$ cat config.mk
export PLATFORM = sky130hd
export DESIGN_NAME = mem_bus_arbiter
export DESIGN_NICKNAME = d
export VERILOG_FILES = /design/src/rtl/mem_bus_arbiter.sv
export SDC_FILE = /design/constraint.sdc
export NUM_CORES = 1
export LEC_CHECK = 0
export CAP_MARGIN = 10
export CORE_AREA = 2 2 288 290
export CTS_CLUSTER_DIAMETER = 40
export DETAILED_ROUTE_END_ITERATION = 16
export DIE_AREA = 0 0 290 292
export GPL_TIMING_DRIVEN = 0
export PLACE_DENSITY = 0.45
export RECOVER_POWER = 100
export SLEW_MARGIN = 0
export SYNTH_ARGS = -nofsm -noshare
export SYNTH_HDL_FRONTEND = slang
export SYNTH_SLANG_ARGS = --single-unit
$ cat constraint.sdc
create_clock -name CLK -period 20.2 [get_ports CLK]
set_clock_uncertainty 0.2 [all_clocks]
set_input_delay 4.04 -clock CLK [delete_from_list [all_inputs] [get_ports CLK]]
set_output_delay 4.04 -clock CLK [all_outputs]
set_load 0.05 [all_outputs]
$ cat src/rtl/mem_bus_arbiter.sv
// Shares one multi-cycle main-memory port between the I-fetch and D-access paths.
// Define MEM_ARB_RR_EN for round-robin arbitration; otherwise D has fixed priority.
module mem_bus_arbiter #(
  parameter int ADDR_W = 28,
  parameter int DATA_W = 128
) (
  input  logic              CLK,
  input  logic              RESET,
  input  logic              I_READ,
  input  logic [ADDR_W-1:0] I_ADDRESS,
  output logic [DATA_W-1:0] I_READDATA,
  output logic              I_BUSYWAIT,
  input  logic              D_READ,
  input  logic              D_WRITE,
  input  logic [ADDR_W-1:0] D_ADDRESS,
  input  logic [DATA_W-1:0] D_WRITEDATA,
  output logic [DATA_W-1:0] D_READDATA,
  output logic              D_BUSYWAIT,
  output logic              MEM_READ,
  output logic              MEM_WRITE,
  output logic [ADDR_W-1:0] MEM_ADDRESS,
  output logic [DATA_W-1:0] MEM_WRITEDATA,
  input  logic [DATA_W-1:0] MEM_READDATA,
  input  logic              MEM_BUSYWAIT
);

  typedef enum logic [1:0] {
    IDLE,
    GRANT_D,
    GRANT_I,
    RELEASE
  } state_t;

  state_t     state;
  logic       served_d;
  logic [1:0] cnt;
  logic       d_req;
  logic       i_req;
  logic       pick_d;
  logic       done;

  assign d_req = D_READ | D_WRITE;
  assign i_req = I_READ;

`ifdef MEM_ARB_RR_EN
  // on contention, hand the port to whoever was not served last
  assign pick_d = d_req & (~i_req | ~served_d);
`else
  assign pick_d = d_req;
`endif

  // memory busy may not have risen yet in the grant cycle
  assign done = (cnt != 2'd0) & ~MEM_BUSYWAIT;

  assign I_BUSYWAIT = ~RESET & i_req &
                      ~((state == RELEASE) & ~served_d);
  assign D_BUSYWAIT = ~RESET & d_req &
                      ~((state == RELEASE) & served_d);

  always_ff @(posedge CLK or posedge RESET) begin
    if (RESET) begin
      state         <= IDLE;
      served_d      <= 1'b0;
      cnt           <= 2'd0;
      MEM_READ      <= 1'b0;
      MEM_WRITE     <= 1'b0;
      MEM_ADDRESS   <= '0;
      MEM_WRITEDATA <= '0;
      I_READDATA    <= '0;
      D_READDATA    <= '0;
    end else begin
      unique case (state)
        IDLE: begin
          cnt <= 2'd0;
          if (pick_d) begin
            state         <= GRANT_D;
            served_d      <= 1'b1;
            MEM_WRITE     <= D_WRITE;
            MEM_READ      <= D_READ & ~D_WRITE;
            MEM_ADDRESS   <= D_ADDRESS;
            MEM_WRITEDATA <= D_WRITEDATA;
          end else if (i_req) begin
            state       <= GRANT_I;
            served_d    <= 1'b0;
            MEM_WRITE   <= 1'b0;
            MEM_READ    <= 1'b1;
            MEM_ADDRESS <= I_ADDRESS;
          end
        end
        GRANT_D, GRANT_I: begin
          if (done) begin
            MEM_READ  <= 1'b0;
            MEM_WRITE <= 1'b0;
            state     <= RELEASE;
            if (MEM_READ) begin
              if (state == GRANT_D && D_READ)
                D_READDATA <= MEM_READDATA;
              if (state == GRANT_I && I_READ)
                I_READDATA <= MEM_READDATA;
            end
          end else if (cnt != 2'd3) begin
            cnt <= cnt + 2'd1;
          end
        end
        RELEASE: state <= IDLE;
        default: state <= IDLE;
      endcase
    end
  end

endmodule

* Word level (Yosys, flattened, before mapping)
Index checks and enable logic that the tools add are counted.
** Cells by class
- $add $sub $neg :: 1
- Multiplexer cells :: 17
- Bitwise gates (word level) :: 15
- Reductions and logical operators :: 14
- Eq/ne operators :: 8
** Operator list (number)
- 28-bit 2-to-1 mux :: 2
- 2-bit 2-to-1 mux :: 5
- 1-bit bitwise AND :: 8
- 2-bit != test, second input constant :: 4
- 4-bit AND reduction :: 2
- 1-bit 2-to-1 mux :: 6
- 1-bit inverter :: 6
- 2-bit one-hot mux with 3 select lines :: 1
- 2-bit AND reduction :: 3
- 3-bit AND reduction :: 2
- 2-bit nonzero test :: 3
- 2-bit equality test, second input constant :: 2
- 1-bit one-hot mux with 2 select lines :: 2
- 2-bit one-hot mux with 2 select lines :: 1
- 3-bit != test, second input constant :: 1
- 2-bit by 1-bit adder with 2-bit output, second input constant :: 1
- 2-bit by 1-bit equality test with 1-bit output, second input constant :: 1
- 1-bit logical AND :: 2
- 2-bit zero test :: 1
- 2-bit OR reduction :: 1
- 1-bit OR :: 1
** Word-level totals
- Bits in registers :: 419
- Word-level logic and storage cells :: 64
- Bits of input ports :: 318
- Output and inout bits :: 416

* Depth between registers and ports, before layout
Gate-level depths: netlist of the first run.
- Depth after elaboration :: 4
- Mapped depth :: 8
- Gate-level depth less buffers :: 5

* Least setup slack after synthesis of the first run
No wires, ideal clock.
- Path kind :: input to output
- From :: input port D_READ
- To :: output port D_BUSYWAIT
- Arrival :: 5497 ps
- Buffers on the path :: 1
- Required time :: 15960 ps
- Path slack :: 10463 ps
- Cell stages on the path :: 3
- Cells stage by stage :: nor2_1 -> buf_2 -> a211oi_1
** Between the ends
- Cells in the longest elaborated chain, start to end :: 3
** RTL lines
- from (decl) :: line 13 : input logic D_READ,
- 1-bit OR :: line 42 : assign d_req = D_READ | D_WRITE;
- 1-bit bitwise AND (2 in a row) :: line 57 : assign D_BUSYWAIT = ~RESET & d_req &
- to (decl) :: line 18 : output logic D_BUSYWAIT,
Every way passes these cells.

* Worst setup path after layout of the first run
Ends and elaborated chain as after synthesis.

==> out/summary.txt, run 1 <==
status: complete, but fails checks
failing checks: max-capacitance violations, max-slew violations
peak supply drop: 0.000111 V
met2 Use GR: 0.246
Slew Limit Headroom: -3.14
# rows: 105
FF-to-FF End: D_READDATA[87]$_DFFE_PP0P_
Max-Cap Viols: 2
Internal Power: 3.01 mW
Sw Share: 0.440
Sequential Power Share: 0.252
Post-CTS Setup Repair Bufs: 0
layer with the highest usage: met2
Multi-input gate area: 5200 µm²
Reg2Reg Setup Slack: 16,860 ps
cts bufs inserted: 91
Die Footprint: 84,700 µm²
switching power: 2.36 mW
root buf cell: clkbuf_16
Final ANT Viol Nets: 0
layout cell share with drive strength beyond 1: 0.223
Synth Warn #: 0
# clock sinks: 419
Leak: 13.0 nW
commonest non-fill, non-tap cell in the layout: dlygate4sd3_1
pre-CTS WS: 9770 ps
M3 GR Usage: 0.0645
first-pass GRT wire length: 87.2 mm
pwr dens: 192 nW/µm²
total track usage: 0.137
combinational share of power: 0.457
Synth Register Bits: 419
worst slew pin tran: 6220 ps
min cycle time layout: 10,730 ps
CP Capture Type: output port
nets: 2,143
post-route setup slack: 9470 ps
HPWL Detailed: 44.4 mm
crit path from: D_READ
CTS tree: built
Avg WL per Cell: 19.6 µm
RSZ-0062 raised after global routing: false
area grow syn2layout: 67.4%
Final Hold Viols: 0
Avg Inst Size Synth: 16.9 µm²
Final GP Congestion: 0.745
non-filler cells in the finished layout: 2,967
critical path class: in2out
Cells after DPL: 2,796
Layout fillers: 8,029
via count: 11,600
CTS Hold Bufs: 0
Core ar.: 81,600 µm²
initial antenna violation count: 4
vias in the first global route: 13,100
FF-to-FF Start: cnt[1]$_DFFE_PP0P_
drt via density: 3.90
CP max FO: 10
PostCTS Resize Cnt: 0
DRT Pass-1 Iters: 4
gate count of the mapped netlist: 989
largest net degree at the start of global routing: 113
port buffer count: 733
clock network power share: 0.292
Initial Util: 0.205
cells on worst reg2reg path: 7
Synth Cell Area: 16,700 µm²
Synth cell types: 33
sequential share of the synthesized area: 0.628
worst skew pair latency: 590 ps
Die H: 292 µm
Critical Path Start Type: input pin
clk slew on worst S/H paths: 50 ps
Reg area: 10,500 µm²
FMAX: 93.2 MHz
Die Wd: 290 µm
WP data required: 15,960 ps
remaining global-route overflow: 0
H-Tree Depth: 3
I/O pin count: 734
Synth Net Count: 1,313
Pins Over Slew Limit: 224
WL final: 58.3 mm
end of the critical path: D_BUSYWAIT
most frequent cells in the layout: 420 x dlygate4sd3_1, 419 x dfrtp_1, 313 x clkdlybuf4s50_1
Iteration-0 DRC Markers: 343
Final period util: 0.531
met1 usage: 0.139
post-route DRC violation count: 0
Finish-stage setup viols: 0
Worst Hold Class: reg2reg
maximum buffer depth of the clock tree: 3
CP arrival: 6490 ps
## power groups by stage
stage / Combinational (mW) / Clock [mW] / Sequential (mW)
2_1_floorplan: 0.513 / 0 / 2.55
3_5_place_dp: 2.67 / 0 / 1.38
6_report: 2.45 / 1.56 / 1.35
3_3_place_gp: 2.67 / 0 / 1.37
4_1_cts: 2.68 / 1.61 / 1.38
5_1_grt: 2.55 / 1.66 / 1.40
## cell families (layout without fill, tap and decap cells)
group,after synthesis,after routing,share of synthesized area
flip-flops,419,419,0.628
multiplexers,414,414,0.304
buffers and inverters,60,967,0.0360
AO/OA/AOI/OAI,46,46,0.0161
AND/OR/NAND/NOR,44,44,0.0116
adder cells (fa/ha/maj),6,6,0.00450
other,0,1,0
## area by class of cell
type,instances,area share
Clock inverter,56,0.0274
Multi-Input combinational cell,510,0.186
Sequential cell,419,0.375
Timing Repair Buffer,737,0.265
Inverter,7,0.000984
Antenna cell,1,0.0000895
Tap cell,1070,0.0479
Buffer,53,0.00729
Clock buffer,114,0.0907
## metal layers
layer / up-vias / routed length, µm
met1: 5742 / 20600
met3: 116 / 5670
met5: - / 40
met4: 6 / 1480
li1: 5210 / -
met2: 507 / 30500
## synthesized netlist by cell type (all sizes together)
master / count / area share
dfrtp: 419 / 0.63
mux2: 384 / 0.29
buf: 50 / 0.034
nand2: 33 / 0.0074
o21ai: 31 / 0.0093
mux2i: 30 / 0.018
inv: 7 / 0.0016
ha: 6 / 0.0045
nor2: 4 / 0.00090
a211oi: 3 / 0.0013
clkbuf: 3 / 0.00067
a21oi: 2 / 0.00060
and3: 2 / 0.0010
nand3: 2 / 0.00060
o2bb2ai: 2 / 0.0010
a21boi: 1 / 0.00045
and4: 1 / 0.00067
nand3b: 1 / 0.00045
o211ai: 1 / 0.00045
o21ba: 1 / 0.00060
o21bai: 1 / 0.00045
o221ai: 1 / 0.00052
o22ai: 1 / 0.00037
o31ai: 1 / 0.00045
o32ai: 1 / 0.00052
or3b: 1 / 0.00052
## worst min-delay path by stage
stage | slack (ps) | depth (start not counted) | startpoint | end
floorplan | 270 | 2 | served_d$_DFFE_PP0P_ | served_d$_DFFE_PP0P_
global placement | 270 | 2 | MEM_ADDRESS[23]$_DFFE_PP0P_ | MEM_ADDRESS[23]$_DFFE_PP0P_
detailed placement | 270 | 2 | MEM_ADDRESS[9]$_DFFE_PP0P_ | MEM_ADDRESS[9]$_DFFE_PP0P_
CTS | 280 | 2 | MEM_ADDRESS[9]$_DFFE_PP0P_ | MEM_ADDRESS[9]$_DFFE_PP0P_
global route | 300 | 1 | I_READDATA[125]$_DFFE_PP0P_ | I_READDATA[125]$_DFFE_PP0P_
finish | 270 | 2 | MEM_ADDRESS[4]$_DFFE_PP0P_ | MEM_ADDRESS[4]$_DFFE_PP0P_
## worst max-delay path: stages
cell	delay (ps)
dlygate4sd3_1	630
nor2_1	310
clkbuf_1	580
a211oi_1	110
dlygate4sd3_1	820
## flip-flops by register name (all words and copies together) (netlist names)
signal and flops:
MEM_READ 1, state 2, I_READDATA 128, MEM_WRITEDATA 128
MEM_ADDRESS 28, MEM_WRITE 1, cnt 2, served_d 1
D_READDATA 128
## stage by stage
step	power, mW	setup TNS, ps	instance area [µm²]	hold WS, ps	utilization
5_1_grt	5.61	0	28000	297	0.343
4_1_cts	5.67	0	28800	281	0.353
2_1_floorplan	3.06	0	16700	266	-
3_5_place_dp	4.05	0	25500	270	0.312
6_report	5.37	0	28000	272	0.343
3_3_place_gp	4.04	-687110	25400	269	0.311
No activity file was read; power rests on OpenSTA's default activity.
==> run 2, diff against run 1 <==
--- a/config.mk
+++ b/config.mk
@@ -6,12 +6,12 @@
 export NUM_CORES = 1
 export LEC_CHECK = 0
 export CAP_MARGIN = 10
-export CORE_AREA = 2 2 288 290
+export CORE_AREA = 2 2 285 287
 export CTS_CLUSTER_DIAMETER = 40
 export DETAILED_ROUTE_END_ITERATION = 16
-export DIE_AREA = 0 0 290 292
+export DIE_AREA = 0 0 287 289
 export GPL_TIMING_DRIVEN = 0
-export PLACE_DENSITY = 0.45
+export PLACE_DENSITY = 0.47
 export RECOVER_POWER = 100
 export SLEW_MARGIN = 0
 export SYNTH_ARGS = -nofsm -noshare
==> constraint.sdc (replaced) <==
create_clock -name CLK -period 9.85 [get_ports CLK]
set_clock_uncertainty 0.2 [all_clocks]
set_input_delay 1.97 -clock CLK [delete_from_list [all_inputs] [get_ports CLK]]
set_output_delay 1.97 -clock CLK [all_outputs]
set_load 0.05 [all_outputs]
==> run 2 against run 1 <==
Effect of this change: the flow still finishes with violations (max-capacitance violations, max-slew violations); largest power group unchanged; worst setup slack got worse by 6500 ps; cell count barely moved; sequential share of layout area is 0.13 points higher; highest routed layer unchanged; total power rose by 100%; first-iteration DRC count fell by 7.0%; critical endpoint is now D_READDATA[43]$_DFFE_PP0P_; sequential power is 110% higher; worst hold slack about the same; critical path depth grew 2; count of clock-buffer cells in the layout up 11; clock power grew 96%.
==> out/summary.txt, run 2 (same netlist as run 1, synthesis figures left out) <==
status: complete, but fails checks
failing checks: max-capacitance violations, max-slew violations
RSZ-0062 raised after global routing: false
Pwr Total: 10.9 mW (+100%)
setup_tns: 0 ps (unchanged)
critical path class: in2async
CTS tree: built
Post-CTS Setup Repair Bufs: 0 (unchanged)
Leak: 13.0 nW (-0.11%)
Critical Path Start Type: input pin
PostCTS Resize Cnt: 0 (unchanged)
Final Hold Viols: 0 (unchanged)
CP arrival: 7500 ps (+1010 ps)
Finish-stage setup viols: 0 (unchanged)
HPWL Detailed: 45.8 mm (+3.0%)
Multi-input gate area: 5200 µm² (unchanged)
Worst Hold Class: reg2reg
nets: 2,149 (+0.28%)
vias in the first global route: 13,300 (+1.1%)
I/O pin count: 734 (unchanged)
peak supply drop: 0.000254 V (+130%)
Avg WL per Cell: 20.1 µm (+2.4%)
worst skew pair latency: 610 ps (+20 ps)
DRT Pass-1 Iters: 4 (unchanged)
worst slew pin tran: 2390 ps (-3830 ps)
first-pass GRT wire length: 87.2 mm (about the same)
crit path from: RESET
Final GP Congestion: 0.777 (+4.4%)
FMAX: 145 MHz
Pins Over Slew Limit: 216 (-3.6%)
layout cell share with drive strength beyond 1: 0.218 (-0.00479)
CP max FO: 39 (+29)
# rows: 104 (-0.95%)
initial antenna violation count: 7 (+3)
Reg area: 10,500 µm² (unchanged)
remaining global-route overflow: 0 (unchanged)
area grow syn2layout: 66.9%
WL final: 59.6 mm (+2.4%)
min cycle time layout: 6920 ps
via count: 11,700 (+1.2%)
cts bufs inserted: 90 (-1.1%)
Core ar.: 79,900 µm² (-2.1%)
port buffer count: 733 (unchanged)
root buf cell: clkbuf_16
CTS Hold Bufs: 0 (unchanged)
Final period util: 0.702
drt via density: 3.95 (+1.2%)
maximum buffer depth of the clock tree: 3 (unchanged)
Slew Limit Headroom: -0.591 (+2.55)
Hold Startpoint: MEM_ADDRESS[3]$_DFFE_PP0P_
Iteration-0 DRC Markers: 319 (-7.0%)
largest net degree at the start of global routing: 42 (-63%)
Final ANT Viol Nets: 0 (unchanged)
Die H: 289 µm (-1.0%)
H-Tree Depth: 3 (unchanged)
post-route DRC violation count: 0 (unchanged)
Initial Util: 0.209 (+0.00432)
FF-to-FF Start: cnt[0]$_DFFE_PP0P_
WP data required: 10,440 ps (-5520 ps)
Layout fillers: 7,928 (-1.3%)
clk slew on worst S/H paths: 40 ps (about the same)
Die Footprint: 82,900 µm² (-2.1%)
Die Wd: 287 µm (-1.0%)
most frequent cells in the layout: 419 x dfrtp_1, 419 x dlygate4sd3_1, 314 x clkdlybuf4s50_1
largest registers in the final layout: D_READDATA (128), I_READDATA (128), MEM_WRITEDATA (128)
CP Capture Type: async pin
pwr dens: 390 nW/µm² (+100%)
total track usage: 0.141 (+0.00410)
Max-Cap Viols: 6 (+4)
# clock sinks: 419 (unchanged)
run 2: cell types whose count changed in the layout (fill, tap and decap cells not counted), sizes merged:
cell           delta
buf               +4
bufinv            -3
clkbuf           +14
clkdlybuf4s50     +1
clkinv            +5
clkinvlp          -7
diode             +4
dlygate4sd3       -1
inv               -8
run 2: worst paths after layout:
check                                                    to  slack (ps)  cells past startpoint
worst max-delay path             D_READDATA[43]$_DFFE_PP0P_        2930                      7
worst min-delay path             MEM_ADDRESS[3]$_DFFE_PP0P_         270                      2
worst max register to register   D_READDATA[94]$_DFFE_PP0P_        6290                      7
worst min register to register   MEM_ADDRESS[3]$_DFFE_PP0P_         270                      2
max in group CLK                                 D_BUSYWAIT        3300                      5
min in group asynchronous       MEM_ADDRESS[11]$_DFFE_PP0P_        2040                      2
run 2: area by class of cell:
cell class,instances,area share
Timing Repair Buffer,744,0.268
Sequential cell,419,0.376
Antenna cell,5,0.000449
Multi-Input combinational cell,510,0.187
Buffer,53,0.00732
Clock buffer,125,0.0928
Inverter,7,0.000988
Tap cell,1060,0.0476
Clock inverter,43,0.0195
run 2: worst max-delay path, stage by stage:
cell,delay [ps]
dlygate4sd3_1,580
clkinvlp_2,950
clkbuf_1,1440
clkbuf_1,1630
buf_12,310
buf_12,270
buf_12,260
run 2: stage by stage:
stage          cell area (µm²)  utilization  hold slack (ps)  std cells  setup slack, ps
2_1_floorplan            16700            -              266        989             2030
3_3_place_gp             25400        0.317              266       2782            -1170
3_5_place_dp             25600        0.320              271       2793             3570
4_1_cts                  28700        0.359              280       2961             3560
5_1_grt                  27900        0.349              289       2965             2020
6_report                 27900        0.349              272       2966             2930
run 2: report_power, final:
| part | internal [mW] | switching (mW) | leakage (nW) | total [mW] |
|---|---|---|---|---|
| Combinational | 1.60 | 3.44 | 6.09 | 5.04 |
| Sequential | 2.43 | 0.354 | 5.41 | 2.78 |
| Clock | 2.05 | 1.01 | 1.52 | 3.06 |
run 2: metal layers:
layer,track usage,up-vias,part of all wire
li1,-,5234,-
met5,0,-,0.00022
met1,0.150,5862,0.36
met3,0.0526,107,0.088
met2,0.250,515,0.52
met4,0.0595,2,0.031
==> run 3, diff against run 2 <==
==> constraint.sdc (replaced) <==
create_clock -name CLK -period 6 [get_ports CLK]
set_clock_uncertainty 0.2 [all_clocks]
set_input_delay 1.2 -clock CLK [delete_from_list [all_inputs] [get_ports CLK]]
set_output_delay 1.2 -clock CLK [all_outputs]
set_load 0.05 [all_outputs]
==> run 3 against run 2 <==
Effect of this change: the flow still finishes with violations (max-capacitance violations, max-slew violations); non-clock buffer count did not move; global-route usage unchanged; core utilization hardly changed; routed wire length hardly changed; total power increased by 64%; flip-flop and latch count stayed put; critical endpoint is now D_BUSYWAIT.
==> out/summary.txt, run 3 (same netlist as run 1, synthesis figures left out) <==
status: complete, but fails checks
failing checks: max-capacitance violations, max-slew violations
Max-Cap Viols: 4 (-2)
pwr dens: 641 nW/µm² (+64%)
Final GP Congestion: 0.777 (unchanged)
fin area: 27,900 µm² (about the same)
combinational share of power: 0.463 (about the same)
via count: 11,700 (-0.0085%)
maximum buffer depth of the clock tree: 3 (unchanged)
Core ar.: 79,900 µm² (unchanged)
Avg WL per Cell: 20.1 µm (about the same)
CP Capture Type: output port
cts bufs inserted: 90 (unchanged)
CTS Hold Bufs: 0 (unchanged)
worst skew pair latency: 610 ps (about the same)
WL final: 59.7 mm (about the same)
Pins Over Slew Limit: 140 (-35%)
Worst Hold Class: reg2reg
RSZ-0062 raised after global routing: false
Internal Power: 9.98 mW (+64%)
Sw Share: 0.441 (about the same)
remaining global-route overflow: 0 (unchanged)
initial antenna violation count: 7 (unchanged)
Sequential Power Share: 0.256 (about the same)
post-route DRC violation count: 0 (unchanged)
H-Tree Depth: 3 (unchanged)
total track usage: 0.141 (unchanged)
Die Footprint: 82,900 µm² (unchanged)
drt via density: 3.95 (about the same)
port buffer count: 733 (unchanged)
CP max FO: 10 (-74%)
# rows: 104 (unchanged)
CTS tree: built
first-pass GRT wire length: 87.2 mm (unchanged)
# clock sinks: 419 (unchanged)
nets: 2,149 (unchanged)
switching power: 7.89 mW (+64%)
root buf cell: clkbuf_16
FMAX: 200 MHz
most frequent cells in the layout: 419 x dfrtp_1, 419 x dlygate4sd3_1, 314 x clkdlybuf4s50_1
CP arrival: 3610 ps (-3890 ps)
Slew Limit Headroom: -0.526 (+0.0650)
largest registers in the final layout: D_READDATA (128), I_READDATA (128), MEM_WRITEDATA (128)
Post-CTS Setup Repair Bufs: 0 (unchanged)
largest net degree at the start of global routing: 42 (unchanged)
Final period util: 0.835
peak supply drop: 0.000417 V (+64%)
HPWL Detailed: 45.8 mm (unchanged)
Critical Path Start Type: input pin
Die Wd: 287 µm (unchanged)
vias in the first global route: 13,300 (unchanged)
Leak: 13.0 nW (about the same)
clk slew on worst S/H paths: 40 ps (about the same)
Final Hold Viols: 0 (unchanged)
worst slew pin tran: 2290 ps (-97.4 ps)
DRT Pass-1 Iters: 4 (unchanged)
dpl cell area: 25,600 µm² (unchanged)
area grow syn2layout: 67.0% (about the same)
PostCTS Resize Cnt: 0 (unchanged)
Final ANT Viol Nets: 0 (unchanged)
Finish-stage setup viols: 0 (unchanged)
Initial Util: 0.209 (unchanged)
layout cell share with drive strength beyond 1: 0.219 (+0.00105)
Iteration-0 DRC Markers: 315 (-1.3%)
clock network power share: 0.281 (about the same)
WP data required: 4600 ps (-5840 ps)
min cycle time layout: 5010 ps
final core utilization: 0.349 (about the same)
critical path class: in2out
Die H: 289 µm (unchanged)
I/O pin count: 734 (unchanged)
==> run 3: cell types whose count changed in the layout (fill, tap and decap cells not counted), sizes merged <==
cell,change
clkbuf,-1
buf,+1
==> run 3: final cells by class <==
cell class / count / area [µm²]
antenna: 5 / 12.5
buffer: 53 / 204
clock buffer: 125 / 2590
clock inverter: 43 / 543
fill: 7924 / 52000
inverter: 7 / 27.5
multi-input combinational: 510 / 5200
sequential: 419 / 10500
tap: 1060 / 1330
timing repair buffer: 744 / 7490
==> run 3: metrics by stage <==
stage	power [mW]	setup slack (ps)	std cells	TNS (ps)	hold WS [ps]
floorplan	10.3	-1050	989	-440590	266
global route	18.7	610	2965	0	289
detailed placement	13.7	1260	2793	0	271
finish	17.9	992	2966	0	272
global placement	13.6	-4250	2782	-1749400	266
CTS	18.9	1250	2961	0	280
==> run 3: critical path, cell delays in order <==
cell and delay (ps):
dlygate4sd3_1 620, nor2_1 310, clkbuf_1 560, a211oi_1 100, dlygate4sd3_1 810
==> run 3: path summary, 6_finish.rpt <==
path	startpoint	cells after the start	slack, ps	end
worst min-delay path	MEM_ADDRESS[3]$_DFFE_PP0P_	2	270	MEM_ADDRESS[3]$_DFFE_PP0P_
min in group asynchronous	RESET	2	1290	MEM_ADDRESS[11]$_DFFE_PP0P_
worst max-delay path	D_READ	5	990	D_BUSYWAIT
max in group asynchronous	RESET	7	1160	D_READDATA[43]$_DFFE_PP0P_
worst min register to register	MEM_ADDRESS[3]$_DFFE_PP0P_	2	270	MEM_ADDRESS[3]$_DFFE_PP0P_
worst max register to register	cnt[0]$_DFFE_PP0P_	7	2430	D_READDATA[94]$_DFFE_PP0P_
==> run 3: power groups by stage <==
stage / Sequential, mW / Clock, mW / Combinational, mW
after floorplan: 8.58 / 0 / 1.73
after global placement: 4.64 / 0 / 8.99
after detailed placement: 4.67 / 0 / 9.01
after CTS: 4.66 / 5.17 / 9.04
after global routing: 4.73 / 5.33 / 8.61
final: 4.57 / 5.02 / 8.28
==> run 3: layer usage <==
metal  GRT usage  up-vias  part of all wire
met4      0.0595        2             0.031
met5           0        -           0.00022
met1       0.150     5859              0.36
li1            -     5238                 -
met3      0.0526      109             0.088
met2       0.250      511              0.52
